`config.mk`:
```
export PLATFORM = sky130hd
export DESIGN_NAME = video2ram
export DESIGN_NICKNAME = d
export VERILOG_FILES = /design/src/rtl/dc_capture_pkg.sv /design/src/rtl/sync_edge_detect.sv /design/src/rtl/video2ram.sv
export SDC_FILE = /design/constraint.sdc
export NUM_CORES = 1
export LEC_CHECK = 0
export BUFFER_PORTS_ARGS = -buffer_cell sky130_fd_sc_hd__buf_2
export CORE_UTILIZATION = 35
export DETAILED_ROUTE_END_ITERATION = 8
export PLACE_DENSITY = 0.63
export SLEW_MARGIN = 10
export SYNTH_ARGS = -nofsm -noshare
export SYNTH_HDL_FRONTEND = slang
export SYNTH_SLANG_ARGS = --single-unit
```
`constraint.sdc`:
```
create_clock -name clock -period 2.5 [get_ports clock]
set_input_delay 0.125 -clock clock [delete_from_list [all_inputs] [get_ports clock]]
set_output_delay 0.125 -clock clock [all_outputs]
set_load 0.02 [all_outputs]
```
`src/rtl/dc_capture_pkg.sv`:
```
// Shared capture-state encoding, counter limits and default window geometry.
// Pure definitions: no latency and no flow control of its own.
package dc_capture_pkg;

    typedef enum logic [1:0] {
        ST_IDLE    = 2'd0,
        ST_ARMED   = 2'd1,
        ST_CAPTURE = 2'd2
    } cap_state_e;

    localparam int CNT_W   = 12;
    localparam int ADDR_W  = 15;
    localparam int PIXEL_W = 24;
    localparam logic [CNT_W-1:0] CNT_MAX = '1;

    localparam int H_CAPTURE_START_DEF    = 0;
    localparam int H_CAPTURE_END_DEF      = 640;
    localparam int V_CAPTURE_START_DEF    = 0;
    localparam int V_CAPTURE_END_DEF      = 480;
    localparam int BUFFER_LINE_LENGTH_DEF = 640;
    localparam int RAM_NUMWORDS_DEF       = 23040;
    localparam int TRIGGER_LINE_DEF       = 8;
    localparam int LINES_240P_MAX_DEF     = 300;

endpackage

```
`src/rtl/sync_edge_detect.sv`:
```
// Flags a 1->0 change of a sync input between consecutive qualified samples.
// Latency: fall_o is combinational in the sampling cycle; no backpressure, en_i only qualifies.
module sync_edge_detect (
    input  logic clock,
    input  logic reset,
    input  logic en_i,
    input  logic sig_i,
    output logic fall_o
);

    logic sample_q;

    always_ff @(posedge clock or negedge reset) begin
        if (!reset) begin
            sample_q <= 1'b1;
        end else if (en_i) begin
            sample_q <= sig_i;
        end
    end

    assign fall_o = en_i & sample_q & ~sig_i;

endmodule

```
`src/rtl/video2ram.sv`:
```
// video2ram: captures a window of each input frame into a wrapping line buffer.
// Latency: write one cycle after the qualifying pixel; no backpressure, pixel_en only qualifies input.
module video2ram
    import dc_capture_pkg::*;
#(
    parameter int H_CAPTURE_START    = H_CAPTURE_START_DEF,
    parameter int H_CAPTURE_END      = H_CAPTURE_END_DEF,
    parameter int V_CAPTURE_START    = V_CAPTURE_START_DEF,
    parameter int V_CAPTURE_END      = V_CAPTURE_END_DEF,
    parameter int BUFFER_LINE_LENGTH = BUFFER_LINE_LENGTH_DEF,
    parameter int RAM_NUMWORDS       = RAM_NUMWORDS_DEF,
    parameter int TRIGGER_LINE       = TRIGGER_LINE_DEF,
    parameter int LINES_240P_MAX     = LINES_240P_MAX_DEF
) (
    input  logic               clock,
    input  logic               reset,
    input  logic               pixel_en,
    input  logic [PIXEL_W-1:0] data_in,
    input  logic               hsync_in,
    input  logic               vsync_in,
    output logic [ADDR_W-1:0]  wraddr,
    output logic [PIXEL_W-1:0] wrdata,
    output logic               wren,
    output logic               starttrigger,
    output logic               line_doubler,
    output logic               locked
);

    cap_state_e         state_q, state_d;
    logic [CNT_W-1:0]   counter_x_q, counter_x_d;
    logic [CNT_W-1:0]   counter_y_q, counter_y_d;
    logic [ADDR_W-1:0]  ram_x_q, ram_x_d;
    logic [ADDR_W-1:0]  ram_y_q, ram_y_d;
    logic [ADDR_W-1:0]  wraddr_q, wraddr_d;
    logic [PIXEL_W-1:0] wrdata_q, wrdata_d;
    logic               wren_q, wren_d;
    logic               trig_q, trig_d;
    logic               trig_done_q, trig_done_d;
    logic               dbl_q, dbl_d;

    logic hsync_fall, vsync_fall;
    logic hsync_lost, dbl_meas, x_in, y_in, wr_qual, fire;

    sync_edge_detect u_hsync_edge (
        .clock  (clock),
        .reset  (reset),
        .en_i   (pixel_en),
        .sig_i  (hsync_in),
        .fall_o (hsync_fall)
    );

    sync_edge_detect u_vsync_edge (
        .clock  (clock),
        .reset  (reset),
        .en_i   (pixel_en),
        .sig_i  (vsync_in),
        .fall_o (vsync_fall)
    );

    always_comb begin
        state_d     = state_q;
        counter_x_d = counter_x_q;
        counter_y_d = counter_y_q;
        ram_x_d     = ram_x_q;
        ram_y_d     = ram_y_q;
        wraddr_d    = wraddr_q;
        wrdata_d    = wrdata_q;
        dbl_d       = dbl_q;

        // A line that never ends means the sync source is gone.
        hsync_lost = (counter_x_q == CNT_MAX);
        dbl_meas   = (int'(counter_y_q) < LINES_240P_MAX);
        x_in       = (int'(counter_x_q) >= H_CAPTURE_START) && (int'(counter_x_q) < H_CAPTURE_END);
        y_in       = (int'(counter_y_q) >= V_CAPTURE_START) && (int'(counter_y_q) < V_CAPTURE_END);
        wr_qual    = (state_q == ST_CAPTURE) && pixel_en && !hsync_lost && x_in && y_in;

        if (pixel_en) begin
            if (hsync_fall) begin
                counter_x_d = '0;
            end else if (counter_x_q != CNT_MAX) begin
                counter_x_d = counter_x_q + 1'b1;
            end
            if (vsync_fall) begin
                counter_y_d = '0;
            end else if (hsync_fall && counter_y_q != CNT_MAX) begin
                counter_y_d = counter_y_q + 1'b1;
            end
        end

        case (state_q)
            ST_IDLE: begin
                if (vsync_fall) state_d = ST_ARMED;
            end
            ST_ARMED: begin
                if (hsync_lost)      state_d = ST_IDLE;
                else if (vsync_fall) state_d = ST_CAPTURE;
            end
            ST_CAPTURE: begin
                if (hsync_lost)                           state_d = ST_IDLE;
                else if (vsync_fall && dbl_meas != dbl_q) state_d = ST_ARMED;
            end
            default: state_d = ST_IDLE;
        endcase

        if (vsync_fall) dbl_d = dbl_meas;

        if (hsync_fall) begin
            ram_x_d = '0;
        end else if (wr_qual) begin
            ram_x_d = ram_x_q + 1'b1;
        end

        if (vsync_fall || (state_q != ST_CAPTURE && state_d == ST_CAPTURE)) begin
            ram_y_d = '0;
        end else if (hsync_fall && state_q == ST_CAPTURE && y_in) begin
            if (int'(ram_y_q) + BUFFER_LINE_LENGTH >= RAM_NUMWORDS) ram_y_d = '0;
            else ram_y_d = ram_y_q + ADDR_W'(BUFFER_LINE_LENGTH);
        end

        wren_d = wr_qual;
        if (wr_qual) begin
            wraddr_d = ram_y_q + ram_x_q;
            wrdata_d = data_in;
        end

        // trig_done blocks a second pulse if counterY ever revisits the line.
        fire        = (state_q == ST_CAPTURE) && hsync_fall && !(trig_done_q && !vsync_fall)
                      && (int'(counter_y_d) == TRIGGER_LINE);
        trig_d      = fire;
        trig_done_d = vsync_fall ? fire : (trig_done_q | fire);
    end

    always_ff @(posedge clock or negedge reset) begin
        if (!reset) begin
            state_q     <= ST_IDLE;
            counter_x_q <= '0;
            counter_y_q <= '0;
            ram_x_q     <= '0;
            ram_y_q     <= '0;
            wraddr_q    <= '0;
            wrdata_q    <= '0;
            wren_q      <= 1'b0;
            trig_q      <= 1'b0;
            trig_done_q <= 1'b0;
            dbl_q       <= 1'b0;
        end else begin
            state_q     <= state_d;
            counter_x_q <= counter_x_d;
            counter_y_q <= counter_y_d;
            ram_x_q     <= ram_x_d;
            ram_y_q     <= ram_y_d;
            wraddr_q    <= wraddr_d;
            wrdata_q    <= wrdata_d;
            wren_q      <= wren_d;
            trig_q      <= trig_d;
            trig_done_q <= trig_done_d;
            dbl_q       <= dbl_d;
        end
    end

    assign wraddr       = wraddr_q;
    assign wrdata       = wrdata_q;
    assign wren         = wren_q;
    assign starttrigger = trig_q;
    assign line_doubler = dbl_q;
    assign locked       = (state_q == ST_CAPTURE);

endmodule

```
Word level (Yosys, flattened, before mapping):

Index checks and enable logic that the tools add are counted.

* register bits after elaboration: 101
* output and inout bits: 43
* input bits: 29

* bitwise gates (word level): 7
* muxes and demuxes: 17
* eq/ne operators: 9
* reductions and logical operators: 21
* add/subtract/negate cells: 6
* order comparisons: 4

Operator list (count)
* $mux W15: 5
* $mux W12: 5
* $add A12 B1 Y12 const B: 2
* $lt A12 B9 Y1 const B: 2
* $ne A12 B12 Y1 const B: 2
* $add A15 B10 Y16 const B: 1
* $ge A16 B15 Y1 const B: 1
* $add A15 B1 Y15 const B: 1
* $add A15 B10 Y15 const B: 1
* $add A15 B15 Y15: 1
* $eq A12 B12 Y1 const B: 1
* $eq A12 B5 Y1 const B: 1
* $logic_and A1 B1 Y1: 12
* $lt A12 B10 Y1 const B: 1
* $mux W2: 5
* $pmux W2 S3: 1
* $reduce_bool A2 Y1: 3
* $and A1 B1 Y1: 4
* $eq A2 B2 Y1 const B: 2
* $logic_not A1 Y1: 3
* $eq A2 B1 Y1 const B: 1
* $logic_not A2 Y1: 1
* $ne A2 B2 Y1 const B: 1
* $not A1 Y1: 2
* other kinds (5): 5

Longest topological paths before layout:

Gate-level depths: netlist (run 1).

* depth after elaboration: 10
* depth in mapped cells: 9
* mapped depth without buffers: 7

Modules after synthesis:

From an unflattened synthesis (run 1), not the netlist that was laid out.

* cell total of the unflattened synthesis: 540
* area total of the unflattened synthesis: 4857.2 µm²

By module, submodules not included
* video2ram: times used 1, seq. area each 2302.2 µm², cells an instance 534, area each 4754.6 µm²
* sync_edge_detect: times used 2, seq. area each 26.3 µm², cells an instance 3, area each 51.3 µm²

Worst setup path before layout (run 1):

Ideal clock, no wire load.

* path kind: register to register
* start point: reg ram_y_q[7]
* end point: reg ram_y_q[8]
* library setup time: 0.078 ns
* arrival: 1.943 ns
* clock period less this slack: 2.021 ns
* path slack: 0.479 ns
* cell stages (with the launch flop): 8
* path through: dfrtp_1 > ha_1 > o211a_1 > nor4_1 > xnor2_1 > a41oi_1 > or3b_1 > a21oi_1

* word-level cells in the longest chain between the ends: 5
* elaborated cells between the ends (all ways): 6
* classes of those cells: 2 x add/sub; 1 x order compare; 3 x mux

Ends and longest elaborated chain
* start: declaration: RTL line video2ram.sv:33 `logic [ADDR_W-1:0] ram_y_q, ram_y_d;`
* start signal: assignment: RTL line video2ram.sv:151 `ram_y_q <= ram_y_d;`
* $add A15 B10 Y16: RTL line video2ram.sv:116 `if (int'(ram_y_q) + BUFFER_LINE_LENGTH >= RAM_NUMWORDS) ram_y_d = '0;`
* $ge A16 B15 Y1: RTL line video2ram.sv:116
* $mux W15 *: RTL line video2ram.sv:116
* $mux W15 *: RTL line video2ram.sv:115 `end else if (hsync_fall && state_q == ST_CAPTURE && y_in) begin`
* $mux W15 *: RTL line video2ram.sv:113 `if (vsync_fall || (state_q != ST_CAPTURE && state_d == ST_CAPTURE)) begin`

Every way passes the cells marked *; elsewhere a longest branch is shown, timed or not. The select of a mux whose other input is x is not followed.
A chain may end at the register's enable or synchronous reset.

Worst setup path in the final report (run 1):

* start point: reg counter_y_q[0]
* end point: reg trig_q (netlist: starttrigger)

* word-level cells in the longest chain between the ends: 7
* elaborated cells between the ends (all ways): 8
* classes of those cells: 1 x add/sub; 2 x eq/ne; 3 x mux; 2 x reduce/logical

Ends and longest elaborated chain
* start: declaration: RTL line video2ram.sv:31 `logic [CNT_W-1:0] counter_y_q, counter_y_d;`
* start signal: assignment: RTL line video2ram.sv:149 `counter_y_q <= counter_y_d;`
* parallel branches: the longest is 4 deep, another holds $add A12 B1 Y12
* $mux W12 *: RTL line video2ram.sv:77 `if (pixel_en) begin`
* $eq A12 B5 Y1 *: RTL line video2ram.sv:128 `&& (int'(counter_y_d) == TRIGGER_LINE);`
* $logic_and A1 B1 Y1 *: RTL line video2ram.sv:128
* via fire: RTL line video2ram.sv:42 `logic hsync_lost, dbl_meas, x_in, y_in, wr_qual, fire;`
* end signal: assignment: RTL line video2ram.sv:155 `trig_q <= trig_d;`
* end: declaration: RTL line video2ram.sv:37 `logic trig_q, trig_d;`

Mark *: on every way through the listed nets, which the timed path passes.

==> flow_summary_export.csv, run 1 <==
group,metric,value,unit
outcome,status,"finished, final reports clean",
global_route,grt-ovfl-total,0,
pwr,intPower,2854,uW
synthesis,ys_warn_count,0,
clock_network,clock-root-buffer,"clkbuf_16",
setup_path,rrSetupSlack,290,ps
worst_hold_path,worstHoldEndpoint,"u_vsync_edge.sample_q",
timing,worst_slew_pin_slew,666.5,ps
finish,final_cell_mix,"nand2_1 (127), dfrtp_1 (92), buf_2 (70), nor2_1 (40), dlygate4sd3_1 (25)",
synthesis,synthDistinctLibCells,62,
clock_network,path_clk_slew,70,ps
clock_network,cts_sinks,94,
timing,setup_viol,0,
route,ant_nets,0,
synthesis,syn-num-nets,553,
timing,finalHoldViolCount,0,
finish,fin_nets,648,
route,wl_per_cell,13.69,microns
timing,post-route-period-util,88.20,%
clock_network,clock_latency,360,ps
synthesis,postSynthAreaPerCell,9.214,sq um
pwr,sw_frac_of_total,33.70,%
die,chipHeight,118.2,microns
placed_design,gp_congestion,0.8048,
finish,area_growth,23.40,%
clock_network,tritoncts,"done",
flow_run,maxCapViolCount,0,
clock_network,ctsHtreeMaxLevel,3,
synthesis,post-synth-top-area-fraction,48.70,%
pwr,p_switching,1450,uW
worst_hold_path,hp-class,"in2reg",
timing,maxSlewHeadroom,55.57,%
route,drc,0,
die,die_w,118.2,microns
timing,drv_slew,0,
setup_path,crit_type,"reg2reg",
setup_path,reg2reg_to,"starttrigger",
route,viasPerCell,5.123,
setup_path,crit_slowest_cell,"dfrtp_1",
synthesis,synth_area_leaders,"dfrtp_1 (49%), nand2_1 (10%), xnor2_1 (3.9%)",
global_route,grt_max_degree,53,
pwr,p_total,4304,uW
pwr,clockPowerShare,30.1,%
setup_path,cp_slowest_stage_delay,400,ps
clock_network,cts_setup_buffers,0,
global_route,grt_pass1_wl,18660,microns
worst_hold_path,min_from,"vsync_in",
setup_path,path_common_cell,"nand4_1",
global_route,grt_pass1_vias,3933,
pwr,powerDensity,737.9,nW/um^2
synthesis,yosysSeqAreaShare,49.81,%
synthesis,ys_ff_latch,94,
die,ioPinCount,72,
synthesis,syn_area,4727,sq um
synthesis,yosys.area.top_type,"dfrtp_1",
timing,period_needed,2205,ps
route,drt_iter0_markers,180,
route,wl,10800,microns
finish,drive_gt1_share,18.27,%
placed_design,io_buffers,71,
synthesis,synth_cells,513,
setup_path,path_max_fanout,5,
setup_path,crit_required,2740,ps
pwr,ir_drop,0.5251,mV
timing,finClkSkew,12.23,ps
die,num_rows,42,
clock_network,cts-buffers-inserted,9,
timing,tns,0,ps
clock_network,cts_max_path_buffers,2,
die,dieArea,13970,sq um
synthesis,ys.flop_type,"dfrtp_1",
pwr,power.share.sequential,45.9,%
finish,diodes,0,
die,core_region_area,13190,sq um
setup_path,r2r_cells,7,
die,start_util,35.84,%
setup_path,r2r-start,"counter_y_q[0]",
setup_path,crit_chain,"ha_1, and4_1, nand4_1, and2_1, xnor2_1, nand4_1, nor4_1",
placed_design,dp_hpwl,7362,microns
route,dr.pass1.iters,4,
worst_hold_path,hold_depth,2,
synthesis,synth_edf_count,0,
timing,rsz0062_at_grt,"false",
setup_path,worstSetupStartpointType,"flip-flop",
synthesis,ys_async_sr_fraction,100.0,%
pwr,pwr-share-comb,24.0,%
global_route,grtUsageTotal,16.62,%
setup_path,end_kind,"flip-flop",
timing,max_freq,453.5,MHz
setup_path,crit_arrival,2450,ps
finish,final_common_cell,"nand2_1",
global_route,antenna_found_initial,0,
pwr,leakagePower,0.002877,uW
route,vias,4042,
## cells in the mapped netlist, types with 2 or more instances
cell type,n
and4_1,6
a211o_1,2
clkbuf_1,16
dfstp_2,2
a21o_1,2
a311o_1,2
and3b_1,2
and3_1,6
a41oi_1,4
nor3_1,14
nand4_1,13
and2_1,4
inv_1,13
o211a_1,2
nor2b_1,3
nand3_1,22
mux2i_1,2
a31oi_1,2
or3_1,7
o21ai_0,18
nand2b_1,3
a21oi_1,15
nand2_1,127
o31ai_1,2
nand3b_1,3
mux2_2,2
a31o_2,2
xnor2_1,21
nand2_2,2
nor4_1,5
dfrtp_1,92
xor2_1,14
or2_2,2
buf_2,4
nor2_1,40
ha_1,11
## registers in the layout, summed over array words and instances (netlist names)
register               flops
wraddr                    15
ram_x_q                   15
u_vsync_edge.sample_q      1
trig_done_q                1
state_q                    2
u_hsync_edge.sample_q      1
counter_y_q               12
line_doubler               1
wren                       1
ram_y_q                    8
wrdata                    24
counter_x_q               12
starttrigger               1
## critical path, delay by kind of cell (launching register included)
kind | cells | cell delay (ps)
simple gates | 5 | 1230
flops | 1 | 400
fa+ha+maj | 1 | 240
xor+xnor | 1 | 230
## area by class of cell
| type | count | area, sq um |
|---|---|---|
| clock buffer | 11 | 232.7 |
| clock inverter | 5 | 43.79 |
| fill | 1257 | 7357 |
| inverter | 13 | 48.80 |
| multi-input combinational | 385 | 2232 |
| sequential | 94 | 2355 |
| tap | 176 | 220.2 |
| timing repair buffer | 105 | 700.7 |
## power by group through the flow
stage                     clock (uW)  combinational [uW]  sequential [uW]
after floorplan                    0                 401             2220
after CTS                       1340                1040             1970
after detailed placement           0                1000             2000
final                           1300                1030             1980
after global routing            1400                1150             2010
after global placement             0                 988             1980
## per-layer routing
layer  wire length, microns  part of all wire, %  track usage, %
met1                   4994                   46           20.76
met2                   5041                   47           28.01
met3                    620                  5.7           4.247
met4                    146                  1.4           5.288
met5                      0                    0               0
## per-stage QoR
step	util, %	area [sq um]	cells	hold WS [ps]	setup WS, ps
detailed placement	40.23	5306	748	211.2	307.7
CTS	44.22	5833	789	26.58	255.3
floorplan	-	4727	513	-170.6	478.9
global placement	40.23	5306	748	202.9	269.7
finish	44.22	5833	789	35.88	294.9
global route	44.22	5833	789	34.58	67.61
## worst max path at each step
stage / startpoint / endpoint / depth (start not counted)
global placement: counter_y_q[0] / starttrigger / 7
global route: counter_y_q[0] / starttrigger / 7
finish: counter_y_q[0] / starttrigger / 7
floorplan: ram_y_q[7] / ram_y_q[8] / 7
detailed placement: counter_y_q[0] / starttrigger / 7
CTS: counter_y_q[0] / starttrigger / 7
## logic make-up (layout without fill, tap and decap cells)
logic type,count (synthesis),count (layout),synth area share (%)
AND/OR/NAND/NOR,272,272,27.95
flip-flops,94,94,49.81
AO/OA/AOI/OAI,63,63,8.973
XOR/XNOR,35,35,6.485
buffers and inverters,34,134,2.965
adder cells (fa/ha/maj),11,11,2.912
multiplexers,4,4,0.8999
## what timing repair did
action | 4_1_cts | 5_1_grt
gates resized for setup | 0 | 0
hold endpoints to repair | 73 | 0
hold buffers | 25 | 0
(Power assumes the default switching activity.)
==> inputs of run 2 (changes only) <==
Settings changed: PLACE_DENSITY 0.63 to unset, PLACE_DENSITY_LB_ADDON set to 0.3.
==> flow_summary_export.csv, run 2 (synthesis gave the netlist of run 1 again) <==
group,metric,value,unit
outcome,status,"finished, final reports clean",
pwr,leakagePower,0.002883,uW
worst_hold_path,hp-class,"in2reg",
setup_path,crit_type,"reg2reg",
clock_network,tritoncts,"done",
setup_path,path_max_fanout,5,
timing,maxSlewHeadroom,57.71,%
finish,final_common_cell,"nand2_1",
pwr,sw_frac_of_total,31.95,%
timing,rsz0062_at_grt,"false",
route,vias,3975,
clock_network,cts-buffers-inserted,9,
route,viasPerCell,5.038,
placed_design,gp_congestion,0.8202,
setup_path,crit_required,2740,ps
placed_design,dp_slack,273.4,ps
die,num_rows,42,
die,chipHeight,118.2,microns
setup_path,worstSetupStartpointType,"flip-flop",
finish,diodes,0,
global_route,grtUsageTotal,15.94,%
die,core_region_area,13190,sq um
clock_network,clock_latency,350,ps
clock_network,cts_resized,0,
pwr,power.share.sequential,44.9,%
finish,drive_gt1_share,18.60,%
die,ioPinCount,72,
timing,finClkSkew,6.973,ps
pwr,intPower,2990,uW
finish,fin_nets,648,
clock_network,cts_sinks,94,
timing,setup_slack,230.7,ps
route,wl,10350,microns
route,dr.pass1.iters,4,
clock_network,ctsHtreeMaxLevel,3,
clock_network,path_clk_slew,60,ps
pwr,powerDensity,750.4,nW/um^2
placed_design,placed_cells,748,
finish,stdcell_count,789,
placed_design,io_buffers,71,
finish,final_cell_mix,"nand2_1 (127), dfrtp_1 (92), buf_2 (70), nor2_1 (40), dlygate4sd3_1 (25)",
pwr,p_switching,1403,uW
pwr,pwr-share-comb,23.2,%
timing,setup_viol,0,
route,ant_nets,0,
route,drc,0,
finish,design_area,5854,sq um
setup_path,crit_arrival,2510,ps
global_route,antenna_found_initial,0,
timing,drv_slew,0,
global_route,grt_pass1_vias,3915,
clock_network,clock-root-buffer,"clkbuf_16",
timing,period_needed,2269,ps
global_route,grt-ovfl-total,0,
flow_run,maxCapViolCount,0,
finish,largest_reg_flops,24,
finish,area_growth,23.85,%
global_route,grt_pass1_wl,17930,microns
die,die_w,118.2,microns
route,wl_per_cell,13.12,microns
pwr,clockPowerShare,31.9,%
timing,max_freq,440.7,MHz
global_route,grt_max_degree,43,
setup_path,rrSetupSlack,230,ps
placed_design,dp_hpwl,7244,microns
finish,final_util,44.38,%
timing,finalHoldViolCount,0,
clock_network,cts_max_path_buffers,2,
timing,post-route-period-util,90.77,%
timing,worst_slew_pin_slew,629.0,ps
placed_design,place_area,5294,sq um
die,start_util,35.84,%
route,drt_iter0_markers,177,
timing,tns,0,ps
pwr,ir_drop,0.3751,mV
die,dieArea,13970,sq um
setup_path,end_kind,"flip-flop",
## run 2: cell count changes in the layout (fill, tap and decap cells not counted), sizes merged
cell,delta
clkinv,-3
clkinvlp,+3
bufinv,+1
inv,-1
## run 2: what timing repair did
| item | CTS | global route |
|---|---|---|
| buffers inserted | 0 | 0 |
| hold buffers | 25 | 0 |
| hold endpoints to repair | 64 | 0 |
## run 2: critical path, stage by stage (launching register included)
cell and delay, ps:
dfrtp_1 400, ha_1 220, and4_1 260, nand4_1 250, and2_1 270, xnor2_1 260
nand4_1 200, o41ai_2 300
## run 2: cell type report
cell class | count | area [sq um]
tap | 176 | 220.2
fill | 1294 | 7336
sequential | 94 | 2355
timing repair buffer | 105 | 688.2
clock buffer | 11 | 252.7
multi-input combinational | 385 | 2232
clock inverter | 5 | 57.56
inverter | 13 | 48.80
## run 2: path summary, 6_finish.rpt
check	startpoint	end	depth (start not counted)
setup / recovery	counter_y_q[0]	trig_done_q	7
hold / removal	vsync_in	u_vsync_edge.sample_q	2
setup reg to reg	counter_y_q[0]	trig_done_q	7
hold reg to reg	wraddr[0]	wraddr[0]	2
max in group asynchronous	reset	wrdata[3]	3
min in group asynchronous	reset	wrdata[13]	2
## run 2: metal layers
| layer | up-vias | share of wire (%) | track usage [%] |
|---|---|---|---|
| met1 | 1894 | 46 | 20.11 |
| li1 | 1960 | - | - |
| met2 | 108 | 47 | 26.21 |
| met3 | 13 | 5.6 | 4.488 |
| met5 | - | 0 | 0 |
| met4 | 0 | 1.4 | 5.369 |
## run 2: power groups by stage
stage	clock (uW)	sequential (uW)	combinational [uW]
4_1_cts	1460	1970	1030
2_1_floorplan	0	2220	401
6_report	1400	1970	1020
3_5_place_dp	0	2000	999
3_3_place_gp	0	1990	980
5_1_grt	1510	2000	1130
## run 2: per-stage QoR
step           total power, uW  hold WS [ps]
2_1_floorplan             2617        -170.6
3_3_place_gp              2969         147.9
3_5_place_dp              3002         152.6
4_1_cts                   4466         15.02
5_1_grt                   4651         34.72
6_report                  4393         31.95
